**src/rtl/shift_cmd_queue_if.sv**
```systemverilog
// Handshake bundle for shift_cmd_queue: command input, shifter drive/return,
// result output and status counters.
interface shift_cmd_queue_if #(
  parameter int unsigned DEPTH = 4,
  parameter int unsigned CW    = 16
);
  logic                     inValid;
  logic                     inReady;
  logic [15:0]              inNum;
  logic [3:0]               inAmt;
  logic                     inLr;

  logic [15:0]              shNum;
  logic [3:0]               shAmt;
  logic                     shLr;
  logic [15:0]              shResult;

  logic                     outValid;
  logic                     outReady;
  logic [15:0]              outNum;

  logic [$clog2(DEPTH):0]   count;
  logic [CW-1:0]            doneCnt;

  modport slave (
    input  inValid, inNum, inAmt, inLr, shResult, outReady,
    output inReady, shNum, shAmt, shLr, outValid, outNum, count, doneCnt
  );

  modport master (
    output inValid, inNum, inAmt, inLr, shResult, outReady,
    input  inReady, shNum, shAmt, shLr, outValid, outNum, count, doneCnt
  );
endinterface

```
**src/rtl/shift_cmd_queue.sv**
```systemverilog
// Command FIFO feeding an external combinational rotator, with a registered
// result holding stage and a completed-result counter.
module shift_cmd_queue #(
  parameter int unsigned DEPTH = 4,
  parameter int unsigned CW    = 16
) (
  input logic             clk,
  input logic             n_rst,
  shift_cmd_queue_if.slave bus
);

  localparam int unsigned PtrW = $clog2(DEPTH);
  localparam int unsigned CntW = PtrW + 1;

  typedef struct packed {
    logic [15:0] num;
    logic [3:0]  amt;
    logic        lr;
  } cmd_t;

  typedef enum logic [0:0] {StEmpty, StHold} out_state_e;

  cmd_t            mem_q [DEPTH];
  logic [PtrW-1:0] wptr_q, wptr_d;
  logic [PtrW-1:0] rptr_q, rptr_d;
  logic [CntW-1:0] count_q, count_d;
  out_state_e      state_q, state_d;
  logic [15:0]     out_num_q, out_num_d;
  logic [CW-1:0]   done_cnt_q, done_cnt_d;

  logic            in_ready;
  logic            not_empty;
  logic            out_valid;
  logic            push;
  logic            pop;
  logic            consume;
  cmd_t            head;

  // inReady looks only at registered occupancy, never at a same-cycle pop.
  assign in_ready  = (count_q != CntW'(DEPTH));
  assign not_empty = (count_q != '0);
  assign out_valid = (state_q == StHold);
  assign push      = bus.inValid & in_ready;
  assign pop       = not_empty & (~out_valid | bus.outReady);
  assign consume   = out_valid & bus.outReady;

  // Storage carries no reset; occupancy gates every read of it.
  always_ff @(posedge clk) begin
    if (push) begin
      mem_q[wptr_q] <= cmd_t'{num: bus.inNum, amt: bus.inAmt, lr: bus.inLr};
    end
  end

  always_comb begin
    head = not_empty ? mem_q[rptr_q] : '0;
  end

  assign bus.shNum = head.num;
  assign bus.shAmt = head.amt;
  assign bus.shLr  = head.lr;

  always_comb begin
    wptr_d  = wptr_q;
    rptr_d  = rptr_q;
    count_d = count_q;
    if (push) begin
      wptr_d = wptr_q + PtrW'(1);
    end
    if (pop) begin
      rptr_d = rptr_q + PtrW'(1);
    end
    case ({push, pop})
      2'b10:   count_d = count_q + CntW'(1);
      2'b01:   count_d = count_q - CntW'(1);
      default: count_d = count_q;
    endcase
  end

  always_comb begin
    state_d   = state_q;
    out_num_d = out_num_q;
    unique case (state_q)
      StEmpty: begin
        if (pop) begin
          state_d   = StHold;
          out_num_d = bus.shResult;
        end
      end
      StHold: begin
        if (pop) begin
          out_num_d = bus.shResult;
        end else if (bus.outReady) begin
          state_d = StEmpty;
        end
      end
      default: state_d = StEmpty;
    endcase
  end

  always_comb begin
    done_cnt_d = done_cnt_q;
    if (consume) begin
      done_cnt_d = done_cnt_q + CW'(1);
    end
  end

  always_ff @(posedge clk) begin
    if (!n_rst) begin
      wptr_q     <= '0;
      rptr_q     <= '0;
      count_q    <= '0;
      state_q    <= StEmpty;
      out_num_q  <= '0;
      done_cnt_q <= '0;
    end else begin
      wptr_q     <= wptr_d;
      rptr_q     <= rptr_d;
      count_q    <= count_d;
      state_q    <= state_d;
      out_num_q  <= out_num_d;
      done_cnt_q <= done_cnt_d;
    end
  end

  assign bus.inReady  = in_ready;
  assign bus.outValid = out_valid;
  assign bus.outNum   = out_num_q;
  assign bus.count    = count_q;
  assign bus.doneCnt  = done_cnt_q;

endmodule

```
**src/flat_wrapper.sv**
```systemverilog
// flat-port wrapper written by rule: the top's interface ports become plain ports
module shift_cmd_queue_flat 
#(
  parameter int unsigned DEPTH = 4,
  parameter int unsigned CW    = 16
)
  (clk, n_rst, bus_inValid, bus_inNum, bus_inAmt, bus_inLr, bus_shResult, bus_outReady, bus_inReady, bus_shNum, bus_shAmt, bus_shLr, bus_outValid, bus_outNum, bus_count, bus_doneCnt);
  shift_cmd_queue_if #(.DEPTH(DEPTH), .CW(CW)) bus_i ();
  input logic clk;
  input logic n_rst;
  input wire logic [$bits(bus_i.inValid)-1:0] bus_inValid;
  input wire logic [$bits(bus_i.inNum)-1:0] bus_inNum;
  input wire logic [$bits(bus_i.inAmt)-1:0] bus_inAmt;
  input wire logic [$bits(bus_i.inLr)-1:0] bus_inLr;
  input wire logic [$bits(bus_i.shResult)-1:0] bus_shResult;
  input wire logic [$bits(bus_i.outReady)-1:0] bus_outReady;
  output wire logic [$bits(bus_i.inReady)-1:0] bus_inReady;
  output wire logic [$bits(bus_i.shNum)-1:0] bus_shNum;
  output wire logic [$bits(bus_i.shAmt)-1:0] bus_shAmt;
  output wire logic [$bits(bus_i.shLr)-1:0] bus_shLr;
  output wire logic [$bits(bus_i.outValid)-1:0] bus_outValid;
  output wire logic [$bits(bus_i.outNum)-1:0] bus_outNum;
  output wire logic [$bits(bus_i.count)-1:0] bus_count;
  output wire logic [$bits(bus_i.doneCnt)-1:0] bus_doneCnt;
  assign bus_i.inValid = bus_inValid;
  assign bus_i.inNum = bus_inNum;
  assign bus_i.inAmt = bus_inAmt;
  assign bus_i.inLr = bus_inLr;
  assign bus_i.shResult = bus_shResult;
  assign bus_i.outReady = bus_outReady;
  assign bus_inReady = bus_i.inReady;
  assign bus_shNum = bus_i.shNum;
  assign bus_shAmt = bus_i.shAmt;
  assign bus_shLr = bus_i.shLr;
  assign bus_outValid = bus_i.outValid;
  assign bus_outNum = bus_i.outNum;
  assign bus_count = bus_i.count;
  assign bus_doneCnt = bus_i.doneCnt;
  shift_cmd_queue #(.DEPTH(DEPTH), .CW(CW)) u_core (.clk(clk), .n_rst(n_rst), .bus(bus_i));
endmodule
```
**config.mk**
```make
export PLATFORM = sky130hd
export DESIGN_NAME = shift_cmd_queue_flat
export DESIGN_NICKNAME = d
export VERILOG_FILES = /design/src/rtl/shift_cmd_queue_if.sv /design/src/rtl/shift_cmd_queue.sv /design/src/flat_wrapper.sv
export SDC_FILE = /design/constraint.sdc
export NUM_CORES = 1
export LEC_CHECK = 0
export BUFFER_PORTS_ARGS = -buffer_cell sky130_fd_sc_hd__buf_2
export CAP_MARGIN = 10
export CELL_PAD_IN_SITES_DETAIL_PLACEMENT = 1
export CELL_PAD_IN_SITES_GLOBAL_PLACEMENT = 1
export CORE_MARGIN = 8
export CORE_UTILIZATION = 45
export CTS_CLUSTER_SIZE = 24
export DETAILED_ROUTE_END_ITERATION = 10
export PLACE_DENSITY = 0.76
export SLEW_MARGIN = 30
export SYNTH_ARGS = -nofsm -noshare
export SYNTH_HDL_FRONTEND = slang
export SYNTH_SLANG_ARGS = --single-unit
```
**constraint.sdc**
```tcl
create_clock -name clk -period 3.3 [get_ports clk]
set_clock_uncertainty 0.05 [all_clocks]
set_input_delay 0.66 -clock clk [delete_from_list [all_inputs] [get_ports clk]]
set_output_delay 0.66 -clock clk [all_outputs]
set_load 0.1 [all_outputs]
```
# Word-level counts from Yosys, hierarchy flattened
# Memory sizes are Yosys's and may differ from the RTL's. A register that Yosys moved wholly into a read port is not among the register bits.
# Index checks and enable logic that the tools add are counted.
word_totals:
  out_inout_bits: 58
  word_cells: 33
  ramBits: 84
  n_memories: 1
  register_bits: 40
  input_bits: 41
op_classes:
  n_bitwise: 5
  eq_ne: 3
  n_addsub: 5
  reduce_logical: 2
  mux: 11
memory_table:
  columns: ["memory", "words", "width", "rd", "rd_ports_with_merged_regs", "write_ports", "line", "source"]
  rows:
  - ["u_core.mem_q", 4, 21, 1, 1, 1, "shift_cmd_queue.sv:23", "cmd_t mem_q [DEPTH];"]
ops:
  columns: ["cell", "count"]
  rows:
  - ["$mux 21", 1]
  - ["$add 16x1->16 const B", 1]
  - ["$mux 16", 1]
  - ["$pmux 3 s2", 1]
  - ["$mux 1", 5]
  - ["$add 2x1->2 const B", 2]
  - ["$mux 2", 2]
  - ["$add 3x1->3 const B", 1]
  - ["$and 1x1->1", 3]
  - ["$ne 3x3->1 const B", 1]
  - ["$reduce_bool 3->1", 1]
  - ["$sub 3x1->3 const B", 1]
  - ["$eq 2x1->1 const B", 1]
  - ["$eq 2x2->1 const B", 1]
  - ["$pmux 1 s2", 1]
  - ["$reduce_bool 2->1", 1]
  - ["$not 1->1", 1]
  - ["$or 1x1->1", 1]

# Logic depth before layout (Yosys ltp)
# Gate-level depths: netlist (run 1).
logic_depth:
  ltp_word: 5
  depth_mapped: 11
  depth_no_buf: 9

# Worst setup path after synthesis (run 1)
# Ideal clock, no wire load.
synth_timing:
  kind: "register to output"
  from: "reg u_core.count_q[0], in the netlist u_core.bus.count[0]"
  to: "out bus_shAmt[0]"
  setup_slack_ps: -167
  n_path_buf: 1
  path_stages_with_launch: 4
  arrival_ps: 2757
  required_ps: 2590
  path_cell_list: "dfxtp_1 > nor3_2 > clkbuf_1 > nor2b_1"
synth_via:
  elab_chain_cells: 2
synth_rtl:
  columns: ["item", "line", "source"]
  rows:
  - ["start: declaration", "shift_cmd_queue.sv:26", "logic [CntW-1:0] count_q, count_d;"]
  - ["start signal: assignment", "shift_cmd_queue.sv:118", "count_q <= count_d;"]
  - ["$reduce_bool 3->1", "shift_cmd_queue.sv:41", "assign not_empty = (count_q != '0);"]
  - ["$mux 21", "shift_cmd_queue.sv:55", "head = not_empty ? mem_q[rptr_q] : '0;"]
  - ["end: declaration", "flat_wrapper.sv:19", "output wire logic [$bits(bus_i.shAmt)-1:0] bus_shAmt;"]
# No other way between the ends.

==> flow_summary.ini, run 1 <==
[placement]
post-place-ws_ns = 0.573
dp_hpwl_um = 7090
io_buffers = 98
place_congestion = 0.679
dp.cells = 565

[clock_network]
cts_sinks = 126
worstSkewPairLatency_ns = 0.50
cts.clk_slew.worst_paths_ns = 0.06
htree_num_levels = 4
cts_buffer_depth = 2
ctsHoldBuffers = 0
post_cts_buffers = 0
cts_inserted_buffers = 17
cts_tree = done
clockRootBuffer = clkbuf_8

[global_routing]
groute.usage.overall = 0.153
grt_pass1_wl_um = 17400
grt_overflow_total = 0
grt_start_max_net_pins = 43
antenna_found_initial = 0
grt_pass1_vias = 3416

[layout]
multi_input_area_um2 = 1550
nNetsFinal = 492
stdcell_count = 597
diodes = 0
seq_area_um2 = 3370
fillers = 1110
area_growth_pct = 24.0
drive_gt1_frac = 0.354

[floorplanning]
coreArea_um2 = 10800
num_rows = 38
initial_core_util = 0.463
fp.dieW_um = 122
dieArea_um2 = 14800
fp.dieH_um = 122
ios = 99

[timing]
hold_viol = 0
tightest_slew_ns = 0.593
worst_slack_ns = 0.305
grt_setup_unrepaired = no
period_needed_ns = 2.99
max_freq_ghz = 0.334
slew_violations = 0
setup_tns_ns = 0
slew_headroom = 0.604
min_period_over_period = 0.907
setup_viol = 0

[worst_setup_path]
r2r_slack_ns = 0.76
cp-start-kind = flip-flop
critPathKind = reg -> out
worst_ep_required_time_ns = 2.59
endpoint_kind = primary output
worstPathArrival_ns = 2.28
path_max_fanout = 11

[routing]
dr.pass1.iters = 4
ant_nets = 0
viasPerCell = 5.04
wl_um = 10600
wl_per_cell_um = 17.8
vias = 3009
drc_errors = 0
drtIter0Drc = 106

[flow_run]
maxCapViolations = 0

[yosys]
yosys_warnings = 0
avgSynthCellArea_um2 = 15.0
synth-seq-area-share = 0.670
ys_seq_elements = 126
yosysUniqueCellTypes = 34
synthCells = 334
synth_nets = 382
syn-cell-area_um2 = 5020

[min_path]
hp-class = in -> reg

[outcome]
outcome = complete, no violations
metal layers:
| layer | wire [um] | vias to the layer above | track usage |
|---|---|---|---|
| met5 | 0 | - | 0 |
| met4 | 55 | 0 | 0.0439 |
| met3 | 746 | 5 | 0.0629 |
| li1 | - | 1436 | - |
| met2 | 5500 | 85 | 0.269 |
| met1 | 4330 | 1483 | 0.167 |
final cells by class:
type                            instances  area share
Sequential cell                       126       0.541
Multi-Input combinational cell        185       0.249
Timing Repair Buffer                  106      0.0885
Clock buffer                           27      0.0840
Tap cell                              140      0.0281
Inverter                                8     0.00483
Clock inverter                          5     0.00462
flip-flops by register name, indices dropped and copies added, names as in the netlist, named ones only:
name / count
u_core.bus.outValid: 1
u_core.rptr_q: 2
u_core.bus.count: 3
u_core.wptr_q: 2
u_core.bus.outNum: 16
u_core.bus.doneCnt: 16
u_core.mem_q: 84
per-stage QoR:
stage          hold slack [ns]  instance area (um^2)  utilization
5_1_grt                  0.297                  6220        0.574
3_3_place_gp             0.390                  5670        0.523
4_1_cts                  0.295                  6220        0.574
2_1_floorplan            0.426                  5020            -
3_5_place_dp             0.407                  5670        0.523
6_report                 0.320                  6220        0.574
synth_stat cells, drive strengths merged:
cell | instances | area share
mux4 | 21 | 0.094
buf | 7 | 0.010
or3 | 4 | 0.0050
xor2 | 1 | 0.0017
fa | 1 | 0.0040
o21ai | 5 | 0.0050
or3b | 1 | 0.0022
edfxtp | 84 | 0.50
or2b | 1 | 0.0015
mux2i | 1 | 0.0020
nand2 | 42 | 0.031
nand3 | 6 | 0.0070
clkbuf | 8 | 0.0060
nor2b | 21 | 0.026
and3 | 5 | 0.0062
nor3 | 2 | 0.0030
nand2b | 2 | 0.0025
and2 | 19 | 0.024
ha | 6 | 0.015
dfxtp | 42 | 0.17
inv | 8 | 0.0060
nand4 | 5 | 0.0092
nand3b | 1 | 0.0015
and4 | 3 | 0.0052
xnor2 | 15 | 0.026
a21boi | 23 | 0.034
layout by cell type (no fill, tap or decap), types with 4 or more instances in the layout:
master | synthesis | layout
clkbuf_1 | 8 | 4
nand4_1 | 4 | 4
and3_1 | 5 | 5
ha_1 | 6 | 6
nand2_1 | 42 | 42
dfxtp_1 | 42 | 41
clkbuf_16 | 0 | 17
nand3_1 | 5 | 5
or3_1 | 4 | 4
buf_2 | 2 | 98
and2_1 | 18 | 18
a21boi_0 | 19 | 19
o21ai_0 | 5 | 5
a21boi_1 | 4 | 4
xnor2_1 | 15 | 15
inv_1 | 7 | 7
buf_4 | 4 | 8
nor2b_1 | 21 | 21
mux4_2 | 21 | 21
clkbuf_8 | 0 | 6
edfxtp_1 | 84 | 84
path summary, 6_finish.rpt:
kind,start,endpoint,cells past startpoint
min,bus_inNum[6],u_core.mem_q[3][11]$_DFFE_PP_,1
min reg2reg,u_core.bus.outNum[11]$_SDFFE_PN0P_,u_core.bus.outNum[11]$_SDFFE_PN0P_,2
max reg2reg,u_core.bus.count[2]$_SDFFE_PN0P_,u_core.bus.count[2]$_SDFFE_PN0P_,9
max,flip-flop,bus_shNum[11],4
worst max-delay path, stage by stage (launching register included):
cell     delay [ns]
dfxtp_4        0.48
buf_4          0.31
mux4_2         0.54
nor2b_1        0.14
buf_2          0.30
cell families (layout without fill, tap and decap cells):
kind of cell             Yosys count  after routing  share of synthesized area
buffers and inverters             23            146                     0.0222
adder cells (fa/ha/maj)            7              7                     0.0190
flip-flops                       126            126                      0.670
multiplexers                      22             22                     0.0963
AO/OA/AOI/OAI                     28             28                     0.0394
AND/OR/NAND/NOR                  112            112                      0.125
XOR/XNOR                          16             16                     0.0279
timing repair:
action,4_1_cts,5_1_grt
resized for setup,0,1
endpoints found under the setup margin,0,1
hold endpoints to repair,0,0
Power of run 1 is not shown: default switching activity piles up to over one toggle a cycle in this logic, so the estimate is an artifact.
==> run 2: changes to the inputs <==
--- a/config.mk
+++ b/config.mk
@@ -15,5 +15,5 @@
 export DETAILED_ROUTE_END_ITERATION = 10
 export PLACE_DENSITY = 0.76
-export SLEW_MARGIN = 30
+export SLEW_MARGIN = 20
 export SYNTH_ARGS = -nofsm -noshare
 export SYNTH_HDL_FRONTEND = slang
--- a/constraint.sdc
+++ b/constraint.sdc
@@ -3,3 +3,3 @@
 set_input_delay 0.66 -clock clk [delete_from_list [all_inputs] [get_ports clk]]
 set_output_delay 0.66 -clock clk [all_outputs]
-set_load 0.1 [all_outputs]
+set_load 0.005 [all_outputs]
==> flow_summary.ini, run 2 (synthesis results as in run 1) <==
[outcome]
outcome = complete, no violations

[global_routing]
grt_pass1_vias = 3379
groute.usage.overall = 0.159
grt_overflow_total = 0
antenna_found_initial = 0
grt_pass1_wl_um = 17600
grt_start_max_net_pins = 43

[timing]
hold_viol = 0
slew_headroom = 0.589
tightest_slew_ns = 0.617
slew_violations = 0
max_freq_ghz = 0.337
grt_setup_unrepaired = no
worst_slack_ns = 0.335
hold-worst-slack_ns = 0.304
period_needed_ns = 2.96
setup_viol = 0
min_period_over_period = 0.898
setup_tns_ns = 0

[clock_network]
worstSkewPairLatency_ns = 0.52
clockRootBuffer = clkbuf_8
cts.clk_slew.worst_paths_ns = 0.05
post_cts_buffers = 0
cts_tree = done
cts_buffer_depth = 2
cts_sinks = 126
cts_resized = 0
ctsHoldBuffers = 0
htree_num_levels = 4
cts_inserted_buffers = 17

[layout]
diodes = 0
fillers = 1096
nNetsFinal = 493
final_common_cell = buf_2
area_growth_pct = 23.6
regMostFlops = u_core.mem_q
largest_reg_flops = 84
multi_input_area_um2 = 1550
drive_gt1_frac = 0.346
utilization = 0.572
seq_area_um2 = 3360
final_cell_mix = buf_2, edfxtp_1, nand2_1, dfxtp_1

[power_and_ir_drop]
ir_drop_uv = 427
power_mw = 5.03
power_density_nw_per_um2 = 811
leakage_nw = 2.38

[floorplanning]
initial_core_util = 0.463
num_rows = 38
coreArea_um2 = 10800
dieArea_um2 = 14800
fp.dieW_um = 122
ios = 99
fp.dieH_um = 122

[worst_setup_path]
path_max_fanout = 15
cp-start-kind = flip-flop
endpoint_kind = primary output
worst_ep_required_time_ns = 2.59
worstPathArrival_ns = 2.25
critPathKind = reg -> out

[routing]
drc_errors = 0
ant_nets = 0
vias = 3016
drtIter0Drc = 129
wl_per_cell_um = 18.1
viasPerCell = 5.05
dr.pass1.iters = 4
wl_um = 10800

[flow_run]
maxCapViolations = 0

[placement]
io_buffers = 98
place_congestion = 0.697
post-place-ws_ns = 0.630
dp_hpwl_um = 7160

[min_path]
hp-class = in -> reg
run 2: cell count changes in the layout (fill, tap and decap cells not counted):
cell	before	now
inv_4	1	0
buf_4	8	9
bufinv_16	0	2
dfxtp_4	1	0
clkbuf_8	6	1
clkbuf_16	17	16
dfxtp_2	0	1
clkinv_1	0	4
run 2: cell type report:
class	instances	share of cell area
tap	140	0.0282
multi-input combinational	185	0.250
clock inverter	10	0.0157
timing repair buffer	107	0.0900
sequential	126	0.542
inverter	8	0.00484
clock buffer	21	0.0692
run 2: critical path, cell delays in order (launching register included):
cell     delay (ns)
dfxtp_2        0.68
buf_4          0.27
mux4_2         0.52
nor2b_1        0.14
buf_2          0.13
run 2: worst paths after layout:
kind / from / endpoint / slack [ns] / cells past startpoint
setup reg to reg: u_core.bus.count[2]$_SDFFE_PN0P_ / u_core.bus.count[2]$_SDFFE_PN0P_ / 0.82 / 9
hold reg to reg: u_core.bus.outNum[11]$_SDFFE_PN0P_ / u_core.bus.outNum[11]$_SDFFE_PN0P_ / 0.41 / 2
hold / removal: bus_inNum[15] / u_core.mem_q[3][20]$_DFFE_PP_ / 0.30 / 1
setup / recovery: flip-flop / bus_shNum[11] / 0.34 / 4
run 2: power by group:
group / internal, mW / switching (mW) / total (mW)
Combinational: 0.629 / 0.669 / 1.30
Clock: 1.05 / 0.617 / 1.67
Sequential: 1.92 / 0.139 / 2.06
run 2: per-layer routing:
metal	GRT usage	vias up	wire length, um
met3	0.0782	9	862
met4	0.0509	0	91
met1	0.170	1483	4320
li1	-	1437	-
met5	0	-	0
met2	0.269	87	5540
run 2: through the flow:
step	instance area (um^2)	cells
6_report	6200	597
5_1_grt	6200	597
4_1_cts	6200	597
3_5_place_dp	5680	566
3_3_place_gp	5680	566
2_1_floorplan	5020	334
Power figures use the tool's default switching activity.
==> run 3: changes to the inputs <==
- ABC_AREA: unset -> 1
- CORE_UTILIZATION: 45 -> 42
- SETUP_SLACK_MARGIN: unset -> 0.5
==> flow_summary.ini, run 3 <==
[outcome]
outcome = complete, no violations

[worst_setup_path]
worst_ep_required_time_ns = 2.59
cp-start-kind = flip-flop
critPathKind = reg -> out
worstPathArrival_ns = 1.92
endpoint_kind = primary output
path_max_fanout = 17
r2r_slack_ns = 1.01

[floorplanning]
fp.dieH_um = 126
dieArea_um2 = 16000
initial_core_util = 0.428
num_rows = 40
ios = 99
coreArea_um2 = 12000
fp.dieW_um = 126

[power_and_ir_drop]
clock_power_share = 0.311
power_density_nw_per_um2 = 833
switching_power_mw = 1.73
internal_power_mw = 3.52
power_frac_seq = 0.397
switching_share = 0.329
leakage_nw = 2.56
power_mw = 5.25
ir_drop_uv = 411
combinationalPowerShare = 0.292

[layout]
final_common_cell = nor2_1
seq_area_um2 = 3360
fillers = 1348
area_growth_pct = 23.3
regMostFlops = u_core.mem_q
utilization = 0.527
drive_gt1_frac = 0.253
largest_reg_flops = 84
multi_input_area_um2 = 1500
diodes = 0
fin_area_um2 = 6310
nNetsFinal = 658
final_cell_mix = nor2_1, buf_2, edfxtp_1, o21ai_0, dfxtp_1

[clock_network]
cts.clk_slew.worst_paths_ns = 0.05
cts_sinks = 126
cts_buffer_depth = 2
clockRootBuffer = clkbuf_16
ctsHoldBuffers = 0
htree_num_levels = 4
cts_tree = done
worstSkewPairLatency_ns = 0.41
cts_inserted_buffers = 17

[timing]
hold_viol = 0
max_freq_ghz = 0.381
grt_setup_unrepaired = no
min_period_over_period = 0.796
period_needed_ns = 2.63
slew_headroom = 0.458
setup_tns_ns = 0
slew_violations = 0
tightest_slew_ns = 0.812
setup_viol = 0

[flow_run]
maxCapViolations = 0

[yosys]
yosysUniqueCellTypes = 30
synthTopCellsByCount = nor2_1, edfxtp_1, o21ai_0
synthCells = 501
yosys_warnings = 0
yosys.area.top_type_share = 0.493
synth.most_common_cell = nor2_1
ys_seq_elements = 126
synth_edf_count = 84
synth-seq-area-share = 0.658
avgSynthCellArea_um2 = 10.2
synthArstFlopShare = 0
syn-cell-area_um2 = 5110
synth_largest_area_cell = edfxtp_1
synthFlopType = edfxtp_1
synth_area_leaders = edfxtp_1, dfxtp_1, nor2_1, o21ai_0, a21oi_1
synth_nets = 549

[placement]
place_congestion = 0.774
io_buffers = 98
dp_hpwl_um = 8960
place_area_um2 = 5750

[routing]
wl_per_cell_um = 17.2
drtIter0Drc = 195
dr.pass1.iters = 4
drc_errors = 0
ant_nets = 0
wl_um = 13200
viasPerCell = 5.02
vias = 3856

[global_routing]
antenna_found_initial = 0
grt_pass1_wl_um = 21100
grt_pass1_vias = 4192
groute.usage.overall = 0.168
grt_overflow_total = 0
grt_start_max_net_pins = 43

[min_path]
hp-class = in -> reg
run 3: path summary, 6_finish.rpt:
| path | from | endpoint | cells after the start |
|---|---|---|---|
| worst min-delay path | bus_inAmt[3] | u_core.mem_q[3][4]$_DFFE_PP_ | 1 |
| worst max register to register | u_core.bus.count[1]$_SDFFE_PN0P_ | u_core.bus.count[2]$_SDFFE_PN0P_ | 11 |
| worst max-delay path | flip-flop | bus_shNum[13] | 6 |
| worst min register to register | u_core.bus.outNum[1]$_SDFFE_PN0P_ | u_core.bus.outNum[1]$_SDFFE_PN0P_ | 2 |
run 3: timing repair:
item,4_1_cts,5_1_grt
resized for setup,2,2
setup buffers,0,4
endpoints found under the setup margin,21,7
run 3: layer usage:
layer,part of all wire,track usage,vias up
li1,-,-,1898
met1,0.43,0.195,1853
met2,0.51,0.289,89
met3,0.051,0.0503,16
met4,0.0099,0.0587,0
met5,0,0,-
run 3: per-stage QoR:
step / worst slack (ns) / hold slack, ns / std cells
finish: 0.673 / 0.417 / 768
CTS: 0.508 / 0.404 / 764
floorplan: 1.05 / 0.417 / 501
detailed placement: 0.680 / 0.426 / 734
global placement: 0.724 / 0.420 / 734
global route: 0.549 / 0.411 / 768
run 3: cell type report:
class | count | share of cell area
Clock buffer | 19 | 0.0686
Clock inverter | 11 | 0.0123
Inverter | 40 | 0.0248
Multi-Input combinational cell | 315 | 0.238
Sequential cell | 126 | 0.533
Tap cell | 147 | 0.0292
Timing Repair Buffer | 110 | 0.0940
run 3: critical path: stages (launching register included):
cell	delay (ns)
dfxtp_2	0.55
buf_4	0.30
nor2_1	0.10
nor2_1	0.12
o21ai_0	0.11
a21oi_1	0.19
buf_2	0.15
run 3: cell families after synthesis:
| group | synth area share |
|---|---|
| buffers and inverters | 0.0511 |
| xor gates and xnor gates | 0.00171 |
| adders and majority gates | 0.0186 |
| AOI/OAI and AO/OA | 0.104 |
| DFF | 0.658 |
| and+or+nand+nor | 0.167 |
run 3: power groups by stage:
stage | logic (mW) | registers (mW) | clock network, mW
2_1_floorplan | 0.923 | 2.07 | 0
3_3_place_gp | 1.42 | 2.10 | 0
3_5_place_dp | 1.49 | 2.11 | 0
4_1_cts | 1.50 | 2.09 | 1.66
5_1_grt | 1.74 | 2.12 | 1.72
6_report | 1.53 | 2.08 | 1.63
